[config.mk]
export PLATFORM = sky130hd
export DESIGN_NAME = tmr_fault_manager
export DESIGN_NICKNAME = d
export VERILOG_FILES = /design/src/rtl/tmr_pkg.sv /design/src/rtl/tmr_voter3.sv /design/src/rtl/tmr_fault_manager.sv
export SDC_FILE = /design/constraint.sdc
export NUM_CORES = 1
export LEC_CHECK = 0
export ABC_AREA = 1
export CAP_MARGIN = 5
export CORE_ASPECT_RATIO = 1.25
export CORE_UTILIZATION = 50
export CTS_CLUSTER_SIZE = 30
export DETAILED_ROUTE_END_ITERATION = 8
export PLACE_DENSITY = 0.93
export SYNTH_ARGS = -nofsm -noshare
export SYNTH_HDL_FRONTEND = slang
export SYNTH_SLANG_ARGS = --single-unit
[constraint.sdc]
create_clock -name clk -period 2.9 [get_ports clk]
set_input_delay 0.87 -clock clk [delete_from_list [all_inputs] [get_ports clk]]
set_output_delay 0.87 -clock clk [all_outputs]
set_load 0.01 [all_outputs]
[src/rtl/tmr_pkg.sv]
// Shared types for the TMR fault manager: FSM state encoding, faulty-replica
// identifiers and the width of the consecutive-mismatch counters.
package tmr_pkg;

  typedef enum logic [1:0] {
    ST_NORMAL = 2'd0,
    ST_RESYNC = 2'd1,
    ST_FAIL   = 2'd2
  } tmr_state_t;

  localparam logic [1:0] FID_NONE = 2'd0;
  localparam logic [1:0] FID_R1   = 2'd1;
  localparam logic [1:0] FID_R2   = 2'd2;
  localparam logic [1:0] FID_R3   = 2'd3;

  // Consecutive counters saturate at THRESH, which is at most 15.
  localparam int CONS_W = 4;

endpackage

[src/rtl/tmr_voter3.sv]
// Combinational 2-of-3 voter: bitwise majority word, per-replica mismatch
// flags against that majority, and a flag for three pairwise-distinct words.
module tmr_voter3 #(
  parameter int WIDTH = 4
) (
  input  logic [WIDTH-1:0] i_d1,
  input  logic [WIDTH-1:0] i_d2,
  input  logic [WIDTH-1:0] i_d3,
  output logic [WIDTH-1:0] o_maj,
  output logic [2:0]       o_mism,
  output logic             o_total
);

  assign o_maj   = (i_d1 & i_d2) | (i_d1 & i_d3) | (i_d2 & i_d3);
  assign o_mism  = {(i_d3 != o_maj), (i_d2 != o_maj), (i_d1 != o_maj)};
  assign o_total = (i_d1 != i_d2) && (i_d1 != i_d3) && (i_d2 != i_d3);

endmodule

[src/rtl/tmr_fault_manager.sv]
// TMR fault manager: registered majority vote with per-replica consecutive
// mismatch tracking, a NORMAL/RESYNC/FAIL supervisor and optional cumulative
// error counters (built only when TMR_ERR_COUNTERS_EN is defined).
module tmr_fault_manager
  import tmr_pkg::*;
#(
  parameter int WIDTH  = 4,
  parameter int THRESH = 3,
  parameter int CNT_W  = 8
) (
  input  logic             clk,
  input  logic             rst,
  input  logic             valid_in,
  input  logic [WIDTH-1:0] data_1,
  input  logic [WIDTH-1:0] data_2,
  input  logic [WIDTH-1:0] data_3,
  input  logic             resync_ack,
  output logic             valid_out,
  output logic [WIDTH-1:0] tmr_out,
  output logic [2:0]       mism,
  output logic [1:0]       faulty_id,
  output logic             resync_req,
  output logic             fail,
  output logic [1:0]       state_o,
  output logic [CNT_W-1:0] err_cnt_1,
  output logic [CNT_W-1:0] err_cnt_2,
  output logic [CNT_W-1:0] err_cnt_3
);

  localparam logic [CONS_W-1:0] THR = CONS_W'(THRESH);

  logic [WIDTH-1:0]  w_maj;
  logic [2:0]        w_mism;
  logic              w_total;
  logic [CONS_W-1:0] w_cons_nxt [3];
  logic [1:0]        w_hit_id;

  tmr_state_t        r_state;
  logic [WIDTH-1:0]  r_tmr;
  logic [2:0]        r_mism;
  logic              r_valid;
  logic [1:0]        r_fid;
  logic              r_req;
  logic              r_fail;
  logic [CONS_W-1:0] r_cons [3];

  tmr_voter3 #(.WIDTH(WIDTH)) u_voter (
    .i_d1   (data_1),
    .i_d2   (data_2),
    .i_d3   (data_3),
    .o_maj  (w_maj),
    .o_mism (w_mism),
    .o_total(w_total)
  );

  // Next consecutive-mismatch counts: saturating +1 on mismatch, clear on match.
  always_comb begin
    for (int i = 0; i < 3; i++) begin
      w_cons_nxt[i] = r_cons[i];
      if (valid_in) begin
        if (!w_mism[i])        w_cons_nxt[i] = '0;
        else if (r_cons[i] != THR) w_cons_nxt[i] = r_cons[i] + CONS_W'(1);
      end
    end
  end

  // Lowest-index replica whose count reaches THRESH on this sample.
  always_comb begin
    w_hit_id = FID_NONE;
    for (int i = 2; i >= 0; i--) begin
      if (w_cons_nxt[i] == THR) w_hit_id = 2'(i + 1);
    end
  end

  // Supervisor FSM with registered vote outputs.
  always_ff @(posedge clk) begin
    if (rst) begin
      r_state <= ST_NORMAL;
      r_tmr   <= '0;
      r_mism  <= '0;
      r_valid <= 1'b0;
      r_fid   <= FID_NONE;
      r_req   <= 1'b0;
      r_fail  <= 1'b0;
      r_cons  <= '{default: '0};
    end else begin
      r_valid <= 1'b0;
      r_mism  <= '0;
      unique case (r_state)
        ST_NORMAL: begin
          r_cons <= w_cons_nxt;
          if (valid_in && w_total) begin
            r_state <= ST_FAIL;
            r_fail  <= 1'b1;
          end else begin
            if (valid_in) begin
              r_tmr   <= w_maj;
              r_mism  <= w_mism;
              r_valid <= 1'b1;
            end
            if (w_hit_id != FID_NONE) begin
              r_state <= ST_RESYNC;
              r_fid   <= w_hit_id;
              r_req   <= 1'b1;
            end
          end
        end
        ST_RESYNC: begin
          if (valid_in && w_total) begin
            r_state <= ST_FAIL;
            r_fail  <= 1'b1;
            r_req   <= 1'b0;
            r_fid   <= FID_NONE;
          end else begin
            if (valid_in) begin
              r_tmr   <= w_maj;
              r_mism  <= w_mism;
              r_valid <= 1'b1;
            end
            if (resync_ack) begin
              r_state <= ST_NORMAL;
              r_fid   <= FID_NONE;
              r_req   <= 1'b0;
              r_cons  <= '{default: '0};
            end else begin
              r_cons  <= w_cons_nxt;
            end
          end
        end
        ST_FAIL: begin
          r_state <= ST_FAIL;
        end
        default: begin
          r_state <= ST_NORMAL;
        end
      endcase
    end
  end

  assign valid_out  = r_valid;
  assign tmr_out    = r_tmr;
  assign mism       = r_mism;
  assign faulty_id  = r_fid;
  assign resync_req = r_req;
  assign fail       = r_fail;
  assign state_o    = r_state;

`ifdef TMR_ERR_COUNTERS_EN
  logic [CNT_W-1:0] r_err [3];

  // Cumulative saturating mismatch counts; resync never touches them.
  always_ff @(posedge clk) begin
    if (rst) begin
      r_err <= '{default: '0};
    end else if (valid_in && (r_state != ST_FAIL)) begin
      for (int i = 0; i < 3; i++) begin
        if (w_mism[i] && (r_err[i] != {CNT_W{1'b1}})) r_err[i] <= r_err[i] + CNT_W'(1);
      end
    end
  end

  assign err_cnt_1 = r_err[0];
  assign err_cnt_2 = r_err[1];
  assign err_cnt_3 = r_err[2];
`else
  assign err_cnt_1 = '0;
  assign err_cnt_2 = '0;
  assign err_cnt_3 = '0;
`endif

endmodule

Yosys cells after proc, flatten, opt, wreduce, memory -nomap -nowiden --
Index checks and enable logic that the tools add are counted.
Cells by class: $add $sub $neg 3, equality and inequality tests 19, muxes and demuxes 30, bitwise operators 8, reductions and logical operators 14
Operators with widths (number):
- two-way mux 4 bit | 9
- two-way mux 12 bit | 2
- != test 4 bit | 6
- case mux 12 bit (2 select lines) | 1
- two-way mux 2 bit | 10
- adder 4 x 1 -> 4 bit, second input constant | 3
- bitwise AND 4 bit | 3
- equality test 4 x 2 -> 1 bit, second input constant | 3
- != test 4 x 2 -> 1 bit, second input constant | 3
- bitwise OR 4 bit | 2
- != test 2 bit, second input constant | 3
- != test 3 bit, second input constant | 2
- case mux 2 bit (3 select lines) | 1
- AND reduction 2 bit | 3
- two-way mux 1 bit | 5
- case mux 2 bit (2 select lines) | 1
- AND reduction 4 bit | 1
- nonzero test 2 bit | 2
- OR reduction 4 bit | 1
- logical AND 1 bit | 3
- NOT 1 bit | 3
- AND reduction 3 bit | 1
- OR reduction 3 bit | 1
- equality test 2 x 1 -> 1 bit, second input constant | 1
- other kinds (4) | 4
Word-level totals: flip-flop bits (word level) 26, input bits 16, output and inout bits 38, logic and storage cells 84

Longest topological paths before layout --
Gate-level depths: netlist of the first run.
depth in word-level cells 14, mapped depth 17, depth with buffers taken out 17

Hierarchy --
From an unflattened synthesis of the first run, not the netlist that was laid out.
Unflattened totals: cell total of the unflattened synthesis 327, area, all modules 2155.8 sq um
Modules (own cells, without submodules):
- tmr_fault_manager | instances 1, cells an instance 237, area each 1645.3 sq um, seq. area each 520.5 sq um
- tmr_voter3 | instances 1, cells an instance 90, area each 510.5 sq um, seq. area each 0.0 sq um

Least setup slack after synthesis of the first run --
OpenSTA, ideal clock, no wires.
path type in2reg, start input port data_1[0], end register r_fid[0] (netlist: faulty_id[0]), library setup time 0.116 ns, arrival 2.205 ns, required time 2.784 ns, slack 0.579 ns, stages 17, path buffers 0, cell sequence ha_1 nor2_4 nand2_4 nand2_2 nand2_2 nor2_4 nand2_2 nand2_1 nand2_2 nor2_2 nand2_2 nand2_2 inv_2 nand2_4 nand2_4 nand2_2 a21oi_2
Between the ends: word-level cells in the longest chain between the ends 13, elaborated cells between the ends (all ways) 33, classes of those cells eq/ne: 11; mux: 13; bitwise: 4; reduce/logical: 5
RTL lines:
- start, declared | RTL line tmr_fault_manager.sv:14 | input logic [WIDTH-1:0] data_1,
- bitwise AND 4 bit | RTL line tmr_voter3.sv:14 | assign o_maj = (i_d1 & i_d2) | (i_d1 & i_d3) | (i_d2 & i_d3);
- bitwise OR 4 bit (2 in a row) | RTL line tmr_voter3.sv:14
- != test 4 bit | RTL line tmr_voter3.sv:15 | assign o_mism = {(i_d3 != o_maj), (i_d2 != o_maj), (i_d1 != o_maj)};
- two-way mux 4 bit | RTL line tmr_fault_manager.sv:61 | if (!w_mism[i]) w_cons_nxt[i] = '0;
- two-way mux 4 bit | RTL line tmr_fault_manager.sv:60 | if (valid_in) begin
- equality test 4 x 2 -> 1 bit | RTL line tmr_fault_manager.sv:71 | if (w_cons_nxt[i] == THR) w_hit_id = 2'(i + 1);
- two-way mux 2 bit (3 in a row) | RTL line tmr_fault_manager.sv:71
- nonzero test 2 bit or two-way mux 2 bit (tied branches) | RTL line tmr_fault_manager.sv:101 | if (w_hit_id != FID_NONE) begin
- != test 2 bit (no source line) or two-way mux 2 bit (tied branches)
- AND reduction 4 bit (no source line) or case mux 2 bit (2 select lines) (tied branches)
- end signal, assigned | RTL line tmr_fault_manager.sv:103 | r_fid <= w_hit_id;
- end, declared | RTL line tmr_fault_manager.sv:42 | logic [1:0] r_fid;
Several ways; a longest one is shown, not always the timed one. The select of a mux whose other input is x is not followed. A chain may end at the register's enable or synchronous reset.

Worst setup path after layout of the first run --
start input port data_2[2], end register r_req (netlist: resync_req)
Between the ends: word-level cells in the longest chain between the ends 13, elaborated cells between the ends (all ways) 31, classes of those cells eq/ne: 11; mux: 11; bitwise: 4; reduce/logical: 5
RTL lines:
- start, declared | RTL line tmr_fault_manager.sv:15 | input logic [WIDTH-1:0] data_2,
- bitwise AND 4 bit | RTL line tmr_voter3.sv:14
- bitwise OR 4 bit (2 in a row) | RTL line tmr_voter3.sv:14
- != test 4 bit | RTL line tmr_voter3.sv:15
- two-way mux 4 bit | RTL line tmr_fault_manager.sv:61
- two-way mux 4 bit | RTL line tmr_fault_manager.sv:60
- equality test 4 x 2 -> 1 bit | RTL line tmr_fault_manager.sv:71
- two-way mux 2 bit (3 in a row) | RTL line tmr_fault_manager.sv:71
- nonzero test 2 bit | RTL line tmr_fault_manager.sv:101
- != test 2 bit (no source line)
- AND reduction 4 bit (no source line)
- end signal, assigned | RTL line tmr_fault_manager.sv:83 | r_req <= 1'b0;
- end signal, assigned | RTL line tmr_fault_manager.sv:104 | r_req <= 1'b1;
- end signal, assigned | RTL line tmr_fault_manager.sv:112 | r_req <= 1'b0;
- end, declared | RTL line tmr_fault_manager.sv:43 | logic r_req;
Several ways; a longest one is shown, not always the timed one.

==> results of run 1 <==
[cell usage after synthesis, types with 3 or more instances]
| master | n |
|---|---|
| inv_1 | 29 |
| nor2_4 | 10 |
| nand2_1 | 68 |
| a21oi_2 | 5 |
| nor2_1 | 21 |
| nand2_4 | 5 |
| o21ai_0 | 5 |
| nand2_2 | 23 |
| nand3_1 | 29 |
| nand3_2 | 3 |
| ha_1 | 15 |
| xor2_1 | 3 |
| dfxtp_1 | 26 |
| a21oi_1 | 17 |
| a31oi_1 | 4 |
| inv_2 | 4 |
| nor2_2 | 3 |
| buf_4 | 24 |
| buf_2 | 3 |
| xnor2_1 | 6 |
[per-stage QoR]
stage / worst slack, ns / utilization / setup TNS (ns)
after CTS: 0.0867 / 0.645 / 0
after global routing: -0.00971 / 0.649 / -0.0108
after global placement: -0.0402 / 0.628 / -0.149
after detailed placement: -0.0996 / 0.628 / -0.945
final: 0.127 / 0.649 / 0
after floorplan: 0.579 / - / 0
[power groups by stage]
stage               Sequential (mW)  Combinational, mW  Clock (mW)
global route                  0.418              0.476       0.324
detailed placement            0.421              0.421           0
global placement              0.419              0.407           0
floorplan                     0.426              0.289           0
CTS                           0.414              0.428       0.307
finish                        0.414              0.435       0.311
[path summary, 6_finish.rpt]
check / startpoint / end / slack, ns / depth (start not counted)
setup / recovery: data_2[2] / resync_req / 0.13 / 18
hold reg to reg: faulty_id[0] / faulty_id[0] / 0.47 / 2
setup reg to reg: r_cons[0] / resync_req / 1.07 / 13
hold / removal: faulty_id[0] / faulty_id[0] / 0.47 / 2
[per-layer routing]
layer | wire length (um) | vias to the layer above | part of all wire
met5 | 0 | - | 0
met4 | 173 | 0 | 0.034
met3 | 217 | 21 | 0.043
met2 | 2740 | 75 | 0.54
met1 | 1920 | 1012 | 0.38
li1 | - | 1044 | -
[state kept, by name, summed over array words and instances (netlist names)]
| signal | cells |
|---|---|
| resync_req | 1 |
| mism | 3 |
| valid_out | 1 |
| tmr_out | 4 |
| faulty_id | 2 |
| fail | 1 |
| r_cons | 12 |
| state_o | 2 |
[cell families after synthesis]
kind of cell | count (synthesis) | share of synthesized area
AND/OR/NAND/NOR | 165 | 0.395
buffers and inverters | 62 | 0.155
AO/OA/AOI/OAI | 32 | 0.0857
flip-flops | 26 | 0.239
adder cells (fa/ha/maj) | 15 | 0.0863
XOR/XNOR | 9 | 0.0363
other | 1 | 0.00172
[what timing repair did]
action | CTS | global route
endpoints found under the setup margin | 0 | 5
resized for setup | 0 | 4
setup buffers | 0 | 1
[worst max-delay path: stages]
cell and delay [ns]:
clkdlybuf4s50_1 0.47, ha_1 0.24, nor2_4 0.13, nand2_2 0.08, nand2_1 0.07, nand2_1 0.09
nor2_4 0.16, nand2_2 0.08, nand2_1 0.07, nand2_1 0.09, nor2_2 0.14, nand2_2 0.07
nand2_2 0.07, inv_2 0.04, nand2_4 0.07, nand2_4 0.07, nand2_2 0.08, a21oi_2 0.04
[final cells by class]
type,instances,area (um^2)
clock buffers,3,41.3
clock inverters,1,30.0
fillers,346,1450
inverters,33,124
multi-input cells,245,1410
flip-flops and latches,26,520
well taps,56,70.1
repair buffers,55,485
==> results.sh, run 1 <==
export IMPL_status="finished clean"
export IMPL_io_buffers=29
export IMPL_slew_headroom=0.666
export IMPL_arrival_ns=2.95
export IMPL_cellPowerDensity_nw_per_um2=433
export IMPL_grt_start_max_net_pins=21
export IMPL_yosys_top_cells_area="dfxtp_1, nand2_1, ha_1, buf_4, nand3_1"
export IMPL_dp_cells=414
export IMPL_p_sw_mw=0.399
export IMPL_synth_cells=310
export IMPL_switching_share=0.344
export IMPL_internal_power_mw=0.761
export IMPL_p_leak_nw=1.26
export IMPL_slew_violations=0
export IMPL_yosysTopAreaCellShare=0.239
export IMPL_clk_insertion_delay_late_ns=0.28
export IMPL_fp_dieW_um=61.0
export IMPL_drt_vias_per_instance=5.14
export IMPL_p_clk_frac=0.268
export IMPL_fin_area_um2=2680
export IMPL_final_common_cell="nand2_1"
export IMPL_worstSetupStartpointType="input pin"
export IMPL_grt_usage=0.231
export IMPL_layout_drive_gt1_share=0.240
export IMPL_power_mw=1.16
export IMPL_antenna_found_initial=0
export IMPL_hold_path_class="register to register"
export IMPL_start_util=0.526
export IMPL_top_usage_layer="met2"
export IMPL_min_period_ns=2.77
export IMPL_max_freq_mhz=361
export IMPL_grt_pass1_wl_um=8080
export IMPL_clk_pin_slew_ns=0.10
export IMPL_cp_data_required_time_ns=3.07
export IMPL_fin_hold_ws_ns=0.469
export IMPL_syn_area_um2=2170
export IMPL_first_global_vias=1964
export IMPL_hpwl_um=3760
export IMPL_synth_seq_cells=26
export IMPL_pwr_share_comb=0.375
export IMPL_root_buffer="clkbuf_8"
export IMPL_met1_usage=0.247
export IMPL_end_kind="register"
export IMPL_finalNonFillerCells=419
export IMPL_routabilityCongestion=0.879
export IMPL_wirelength_um=5050
export IMPL_gr_total_overflow=0
export IMPL_critPathMaxFanout=5
export IMPL_cts_buffer_depth=2
export IMPL_cts_htree_levels=1
export IMPL_worst_pin_slew_ns=0.501
export IMPL_layout_common_cells="nand2_1, nand3_1, clkdlybuf4s50_1, inv_1"
export IMPL_ir_drop_v=0.000214
export IMPL_holdBufCountCts=0
export IMPL_p_seq_frac=0.357
export IMPL_core_rowCount=26
export IMPL_use_met2=0.437
export IMPL_ys_seq_area_frac=0.239
export IMPL_ios=54
export IMPL_nets=395
export IMPL_cap_violations=0
export IMPL_drtIter0Drc=108
export IMPL_clock_sinks=26
export IMPL_dr_pass1_iters=4
export IMPL_place_area_um2=2590
export IMPL_wire_per_inst_um=12.1
export IMPL_core_area_um2=4130
export IMPL_cts_tree="yes"
export IMPL_synth_async_reset_ratio=0
export IMPL_met3_usage=0.0306
export IMPL_ant_nets=0
export IMPL_synth_area_leader_cell="dfxtp_1"
export IMPL_yosysUniqueCellTypes=27
export IMPL_synth_edf_count=0
export IMPL_antenna_cells=0
export IMPL_finalSetupViolCount=0
export IMPL_final_hold_viol_count=0
export IMPL_die_y_um=75.7
export IMPL_fin_skew_ns=0.00427
export IMPL_drc=0
export IMPL_numCtsBuffers=3
export IMPL_die_area_um2=4620
export IMPL_synthFlopType="dfxtp_1"
export IMPL_areaGrowthSynthToFinish_pct=23.3
export IMPL_worstSetupPathType="input pin to register"
export IMPL_synth_avg_cell_area_um2=7.01
export IMPL_vias=2152
export IMPL_synth_warnings=0
export IMPL_period_share=0.956
Note: power is estimated with default switching activity, not from simulation.
==> run 2: changes to the inputs <==
--- a/config.mk
+++ b/config.mk
@@ -9,6 +9,7 @@
 export CAP_MARGIN = 5
 export CORE_ASPECT_RATIO = 1.25
 export CORE_UTILIZATION = 50
+export CTS_BUF_LIST = sky130_fd_sc_hd__clkbuf_4 sky130_fd_sc_hd__clkbuf_8 sky130_fd_sc_hd__clkbuf_16
 export CTS_CLUSTER_SIZE = 30
 export DETAILED_ROUTE_END_ITERATION = 8
 export PLACE_DENSITY = 0.93
==> results of run 2 <==
Final layout, timing and power as in run 1 (identical DEF).
